**src/rtl/bitstream_pkg.sv**
```systemverilog
// Shared types for the bitstream collector: lane descriptor, flag codes, expansion FSM states.
package bitstream_pkg;

  localparam logic [2:0] FLAG_NONE    = 3'd0;
  localparam logic [2:0] FLAG_ILLEGAL = 3'd4;
  localparam logic [2:0] FLAG_RUN_MIN = 3'd5;
  localparam logic [2:0] FLAG_TAIL4   = 3'd6;
  localparam logic [2:0] FLAG_TAIL5   = 3'd7;

  typedef struct packed {
    logic [2:0] flag;
    logic [7:0] b1;
    logic [7:0] b2;
    logic [7:0] b3;
    logic [7:0] b4;
    logic [7:0] b5;
  } lane_desc_t;

  typedef enum logic [2:0] {
    StIdle,
    StLoad,
    StEmitB1,
    StEmitDir,
    StEmitRun,
    StEmitB4,
    StEmitB5
  } state_e;

  function automatic logic lane_legal(input logic [2:0] f);
    return (f != FLAG_NONE) && (f != FLAG_ILLEGAL);
  endfunction

endpackage

```
**src/rtl/desc_fifo.sv**
```systemverilog
// Dual-write, single-read descriptor FIFO with free-entry count.
// Port 1 is only written together with port 0 and lands in the following slot.
module desc_fifo
  import bitstream_pkg::*;
#(
  parameter int unsigned DEPTH = 8,
  localparam int unsigned PTR_W = $clog2(DEPTH),
  localparam int unsigned CNT_W = PTR_W + 1
) (
  input  logic             clk,
  input  logic             bool_burst_1,
  input  logic             wr_en_0,
  input  lane_desc_t       wr_data_0,
  input  logic             wr_en_1,
  input  lane_desc_t       wr_data_1,
  input  logic             rd_en,
  output lane_desc_t       rd_data,
  output logic             empty,
  output logic [CNT_W-1:0] free_cnt
);

  lane_desc_t       mem_q [DEPTH];
  logic [PTR_W-1:0] wr_ptr_q, rd_ptr_q, wr_ptr_p1;
  logic [CNT_W-1:0] count_q;

  assign wr_ptr_p1 = wr_ptr_q + PTR_W'(1);
  assign rd_data   = mem_q[rd_ptr_q];
  assign empty     = (count_q == '0);
  assign free_cnt  = CNT_W'(DEPTH) - count_q;

  always_ff @(posedge clk) begin
    if (wr_en_0) mem_q[wr_ptr_q] <= wr_data_0;
    if (wr_en_1) mem_q[wr_ptr_p1] <= wr_data_1;
  end

  always_ff @(posedge clk or posedge bool_burst_1) begin
    if (bool_burst_1) begin
      wr_ptr_q <= '0;
      rd_ptr_q <= '0;
      count_q  <= '0;
    end else begin
      wr_ptr_q <= wr_ptr_q + PTR_W'(wr_en_0) + PTR_W'(wr_en_1);
      rd_ptr_q <= rd_ptr_q + PTR_W'(rd_en);
      count_q  <= count_q + CNT_W'(wr_en_0) + CNT_W'(wr_en_1) - CNT_W'(rd_en);
    end
  end

endmodule

```
**src/rtl/bitstream_collector.sv**
```systemverilog
// Collects two entropy-encoder lanes into a descriptor FIFO and expands them into a byte stream.
// Optional byte counter enabled by COLLECTOR_COUNT_EN.
module bitstream_collector
  import bitstream_pkg::*;
#(
  parameter int unsigned BITSTREAM_WIDTH = 8,
  parameter int unsigned FIFO_DEPTH      = 8,
  parameter int unsigned COUNT_WIDTH     = 32
) (
  input  logic                       clk,
  input  logic                       bool_burst_1,
  input  logic [2:0]                 in_flag_1,
  input  logic [BITSTREAM_WIDTH-1:0] in_bit_1_1,
  input  logic [BITSTREAM_WIDTH-1:0] in_bit_1_2,
  input  logic [BITSTREAM_WIDTH-1:0] in_bit_1_3,
  input  logic [BITSTREAM_WIDTH-1:0] in_bit_1_4,
  input  logic [BITSTREAM_WIDTH-1:0] in_bit_1_5,
  input  logic [2:0]                 in_flag_2,
  input  logic [BITSTREAM_WIDTH-1:0] in_bit_2_1,
  input  logic [BITSTREAM_WIDTH-1:0] in_bit_2_2,
  input  logic [BITSTREAM_WIDTH-1:0] in_bit_2_3,
  input  logic [BITSTREAM_WIDTH-1:0] in_bit_2_4,
  input  logic [BITSTREAM_WIDTH-1:0] in_bit_2_5,
  input  logic                       in_flag_last,
  output logic                       in_ready,
  output logic [BITSTREAM_WIDTH-1:0] out_byte,
  output logic                       out_valid,
  input  logic                       out_ready,
  output logic                       out_done,
  output logic                       err_flag
`ifdef COLLECTOR_COUNT_EN
  ,
  output logic [COUNT_WIDTH-1:0]     byte_count
`endif
);

  localparam int unsigned CNT_W = $clog2(FIFO_DEPTH) + 1;

  lane_desc_t       lane_1, lane_2, wr_data_0, head, cur_q;
  logic             ok_1, ok_2, wr_en_0, wr_en_1, empty, pop, hs, err_set;
  logic [CNT_W-1:0] free_cnt;
  state_e           state_q, next_desc_st;
  logic [7:0]       run_q;
  logic             third_q, last_seen_q, flag_last_q;

  assign lane_1 = '{in_flag_1, in_bit_1_1, in_bit_1_2, in_bit_1_3, in_bit_1_4, in_bit_1_5};
  assign lane_2 = '{in_flag_2, in_bit_2_1, in_bit_2_2, in_bit_2_3, in_bit_2_4, in_bit_2_5};

  assign in_ready = (free_cnt >= CNT_W'(2));
  assign ok_1     = in_ready && lane_legal(in_flag_1);
  assign ok_2     = in_ready && lane_legal(in_flag_2);
  // Compact the write so a lone lane 2 takes the first free slot.
  assign wr_en_0   = ok_1 || ok_2;
  assign wr_en_1   = ok_1 && ok_2;
  assign wr_data_0 = ok_1 ? lane_1 : lane_2;
  assign err_set   = ((in_flag_1 != FLAG_NONE) && ((in_flag_1 == FLAG_ILLEGAL) || !in_ready)) ||
                     ((in_flag_2 != FLAG_NONE) && ((in_flag_2 == FLAG_ILLEGAL) || !in_ready));

  assign pop          = (state_q == StLoad);
  assign hs           = out_valid && out_ready;
  assign next_desc_st = empty ? StIdle : StLoad;

  desc_fifo #(
    .DEPTH(FIFO_DEPTH)
  ) u_fifo (
    .clk          (clk),
    .bool_burst_1 (bool_burst_1),
    .wr_en_0      (wr_en_0),
    .wr_data_0    (wr_data_0),
    .wr_en_1      (wr_en_1),
    .wr_data_1    (lane_2),
    .rd_en        (pop),
    .rd_data      (head),
    .empty        (empty),
    .free_cnt     (free_cnt)
  );

  always_ff @(posedge clk or posedge bool_burst_1) begin
    if (bool_burst_1) begin
      state_q   <= StIdle;
      cur_q     <= '0;
      run_q     <= '0;
      third_q   <= 1'b0;
      out_byte  <= '0;
      out_valid <= 1'b0;
    end else begin
      unique case (state_q)
        StIdle: if (!empty) state_q <= StLoad;
        StLoad: begin
          cur_q     <= head;
          out_byte  <= head.b1;
          out_valid <= 1'b1;
          third_q   <= 1'b0;
          state_q   <= StEmitB1;
        end
        StEmitB1: if (hs) begin
          if (cur_q.flag < FLAG_ILLEGAL) begin
            if (cur_q.flag == 3'd1) begin
              out_valid <= 1'b0;
              state_q   <= next_desc_st;
            end else begin
              out_byte <= cur_q.b2;
              state_q  <= StEmitDir;
            end
          end else if (cur_q.b3 != 8'd0) begin
            out_byte <= cur_q.b2;
            run_q    <= cur_q.b3;
            state_q  <= StEmitRun;
          end else if (cur_q.flag >= FLAG_TAIL4) begin
            out_byte <= cur_q.b4;
            state_q  <= StEmitB4;
          end else begin
            out_valid <= 1'b0;
            state_q   <= next_desc_st;
          end
        end
        StEmitDir: if (hs) begin
          if ((cur_q.flag == 3'd3) && !third_q) begin
            out_byte <= cur_q.b3;
            third_q  <= 1'b1;
          end else begin
            out_valid <= 1'b0;
            state_q   <= next_desc_st;
          end
        end
        StEmitRun: if (hs) begin
          run_q <= run_q - 8'd1;
          if (run_q == 8'd1) begin
            if (cur_q.flag >= FLAG_TAIL4) begin
              out_byte <= cur_q.b4;
              state_q  <= StEmitB4;
            end else begin
              out_valid <= 1'b0;
              state_q   <= next_desc_st;
            end
          end
        end
        StEmitB4: if (hs) begin
          if (cur_q.flag == FLAG_TAIL5) begin
            out_byte <= cur_q.b5;
            state_q  <= StEmitB5;
          end else begin
            out_valid <= 1'b0;
            state_q   <= next_desc_st;
          end
        end
        StEmitB5: if (hs) begin
          out_valid <= 1'b0;
          state_q   <= next_desc_st;
        end
        default: state_q <= StIdle;
      endcase
    end
  end

  // Frame end is reported only once everything, including a same-edge write, has drained.
  always_ff @(posedge clk or posedge bool_burst_1) begin
    if (bool_burst_1) begin
      flag_last_q <= 1'b0;
      last_seen_q <= 1'b0;
      out_done    <= 1'b0;
      err_flag    <= 1'b0;
    end else begin
      flag_last_q <= in_flag_last;
      out_done    <= 1'b0;
      if (err_set) err_flag <= 1'b1;
      if (in_flag_last && !flag_last_q) begin
        last_seen_q <= 1'b1;
      end else if (last_seen_q && empty && (state_q == StIdle) && !wr_en_0) begin
        out_done    <= 1'b1;
        last_seen_q <= 1'b0;
      end
    end
  end

`ifdef COLLECTOR_COUNT_EN
  always_ff @(posedge clk or posedge bool_burst_1) begin
    if (bool_burst_1) begin
      byte_count <= '0;
    end else if (hs) begin
      byte_count <= byte_count + COUNT_WIDTH'(1);
    end
  end
`else
  // Counter width is only meaningful in the counted build.
  logic [COUNT_WIDTH-1:0] unused_count;
  assign unused_count = '0;
`endif

endmodule
```
**config.mk**
```make
export PLATFORM = sky130hd
export DESIGN_NAME = bitstream_collector
export DESIGN_NICKNAME = d
export VERILOG_FILES = /design/src/rtl/bitstream_pkg.sv /design/src/rtl/desc_fifo.sv /design/src/rtl/bitstream_collector.sv
export SDC_FILE = /design/constraint.sdc
export NUM_CORES = 1
export LEC_CHECK = 0
export BUFFER_PORTS_ARGS = -buffer_cell sky130_fd_sc_hd__buf_2
export CAP_MARGIN = 40
export CORE_MARGIN = 2
export CORE_UTILIZATION = 50
export DETAILED_ROUTE_END_ITERATION = 10
export PLACE_DENSITY = 0.68
export SLEW_MARGIN = 20
export SYNTH_ARGS = -nofsm -noshare
export SYNTH_HDL_FRONTEND = slang
export SYNTH_SLANG_ARGS = --single-unit
```
**constraint.sdc**
```tcl
create_clock -name clk -period 10.2 [get_ports clk]
set_input_delay 1.02 -clock clk [delete_from_list [all_inputs] [get_ports clk]]
set_output_delay 1.02 -clock clk [all_outputs]
set_load 0.01 [all_outputs]
```
==> qor.txt <==
Post-DRT Antenna Nets = 0
Post-synth cell types = 57
Power Density = 392.7 mW/mm^2
DRT iter0 DRCs = 998
GRT Total Usage = 0.2505
Final min period = 3668 ps
Post-Layout Cell Count = 2056
DR pass1 iterations = 5
CP arrival = 3990 ps
HP Class = flop to flop
Post-CTS setup buffer count = 0
Largest net degree at the start of global routing = 73
Critical Path RT = 10530 ps
CTS H-tree lvls = 2
Worst-margin pin slew = 860.4 ps
Final TNS setup = 0 ps
Critical path class = flop to flop
VDD IR max = 0.3177 mV
First-pass GRT wire length = 81.92 mm
Root buffer cell = clkbuf_16
Clk pin slew, worst setup/hold paths = 60 ps
Mapped Cells = 1384
Count of clock tree sinks = 414
Cts bufs inserted = 45
Dpl hpwl = 32.75 mm
Final Wtd Congestion = 0.8405
Mapped Nets = 1494
Final Max Slew Viols = 0
Starting Density = 0.5041
Wire per inst = 25.97 um
Most frequent cells in the layout = edfxtp_1, mux2_2, buf_2, o21ai_0, mux4_2
Max_slew headroom = 0.4225
Final setup violation count = 0
Worst skew pair latency = 580 ps
Share of layout cells above drive strength 1 = 0.4384
DRC Markers = 0
Outcome = completed
Register area share after synthesis = 0.5753
Maximum clock rate = 272.6 MHz
Maximum root-to-sink buffer count = 3
Mapped Avg Cell Area = 15.17 sq um
Mapped Area = 0.02100 sq mm
Layout area overhead = 13.21%
Max Cap Viol = 0
TritonCTS clock tree = yes
N_diodes = 0
Total Routed Length = 53.40 mm
Post-synthesis register bit count = 414
Commonest non-fill, non-tap cell in the layout = edfxtp_1
Fin crit share = 0.3596
Yosys warnings = 0
Input/output buffers = 101
Die height = 208.9 um
Final count of hold timing violations = 0
Initial antenna violation count = 1
Ys flop type = edfxtp_1
Vias in the first global route = 13030
Num ports = 102
DIE WIDTH = 208.9 um
Placed instance count = 1968
Core Rows = 75
RSZ-0062 raised after global routing = no
Nets = 1590
Congestion Overflow GR = 0
Fraction of registers with async set/reset = 0.1691
Core footprint = 0.04167 sq mm
Type of destination of the critical path = flop
Via density = 6.187
Setup Skew = 16.05 ps
Static leakage = 8.471 nW
DR vias = 12720
Hold_buf cts = 0
Die area = 0.04366 sq mm
Number of flops mapped to enable cells by yosys = 344
CP Max Fanout = 23
Crit path launch type = flop
Resize count post-CTS = 0
==> path summary, 6_finish.rpt <==
check,startpoint,endpoint,slack [ps],cells after the start
max,u_fifo.wr_ptr_q[0]$_DFF_PP0_,u_fifo.mem_q[1][37]$_DFFE_PP_,6530,7
max reg2reg,u_fifo.wr_ptr_q[0]$_DFF_PP0_,u_fifo.mem_q[1][37]$_DFFE_PP_,6530,7
min in group asynchronous,bool_burst_1,out_valid$_DFFE_PP0P_,530,3
min,cur_q[9]$_DFFE_PP0P_,cur_q[9]$_DFFE_PP0P_,480,2
max in group asynchronous,bool_burst_1,u_fifo.rd_ptr_q[1]$_DFF_PP0_,9050,4
min reg2reg,cur_q[9]$_DFFE_PP0P_,cur_q[9]$_DFFE_PP0P_,480,2
==> synth_stat cells, types with 3 or more instances <==
master	count	area share
edfxtp_1	344	0.49
mux2_2	339	0.18
o21ai_0	95	0.023
mux4_2	86	0.092
nand2_1	74	0.013
dfrtp_1	70	0.083
buf_2	42	0.010
mux2i_1	37	0.018
clkbuf_1	34	0.0061
inv_1	31	0.0055
nor2_1	27	0.0048
a21oi_1	25	0.0060
ha_1	18	0.011
nand3_1	14	0.0033
o22ai_1	14	0.0042
buf_1	11	0.0020
a31oi_1	10	0.0030
nor3_1	10	0.0024
nand2b_1	9	0.0027
or3_1	9	0.0027
a21boi_0	8	0.0029
and3_1	8	0.0024
xnor2_1	7	0.0029
a311o_1	5	0.0024
or2b_1	5	0.0018
xor2_1	4	0.0017
nor2b_1	3	0.00089
nor4_1	3	0.00089
==> kinds of logic (layout without fill, tap and decap cells) <==
family,Yosys count,after routing,share of synthesized area
fa+ha+maj,20,20,0.01263
xor+xnor,11,11,0.004587
buf+inv,119,252,0.02413
simple gates,177,177,0.04135
mux,462,462,0.2916
compound gates,181,181,0.05040
flops,414,414,0.5753
==> layout make-up <==
cell class	instances	area, sq um
Clock buffer	65	1292
Clock inverter	19	205.2
Fill cell	3323	17890
Inverter	31	116.4
Multi-Input combinational cell	851	8581
Sequential cell	414	12090
Tap cell	539	674.4
Timing Repair Buffer	137	815.8
==> through the flow <==
step	hold WS, ps	worst slack, ps	area [sq um]	util	total power [W]
after floorplan	441.4	4560	21000	-	0.006363
after global placement	461.7	6326	22170	0.5321	0.007586
after detailed placement	467.2	6230	22220	0.5334	0.007705
after CTS	480.9	6432	23720	0.5693	0.009357
after global routing	512.9	6278	23780	0.5706	0.009810
final	481.1	6532	23780	0.5706	0.009337
==> worst max-delay path, cell delays in order, from the launching register on <==
cell,delay [ps]
dfrtp_1,730
ha_1,310
xor2_1,440
nor4_1,150
buf_4,210
nor2_4,620
buf_4,530
mux2_2,400
==> power breakdown <==
group          internal, W  switching [W]  total, W
combinational      0.00188        0.00240   0.00428
clock             0.000965       0.000682   0.00165
sequential         0.00303       0.000377   0.00341
total              0.00588        0.00346   0.00934
==> routing by layer <==
metal	vias to the layer above	wire length, um	track usage
li1	5625	-	-
met4	0	1008	0.05936
met3	72	2881	0.03998
met2	397	26340	0.4125
met1	6626	23170	0.3524
met5	-	0	0
==> state kept, by name, summed over array words and instances, names as in the netlist, 3 cells and up <==
signal / count
u_fifo.wr_ptr_q: 3
u_fifo.count_q: 4
u_fifo.mem_q: 344
state_q: 3
run_q: 8
u_fifo.rd_ptr_q: 3
out_byte: 8
cur_q: 35
Note: power is estimated with default switching activity, not from simulation.
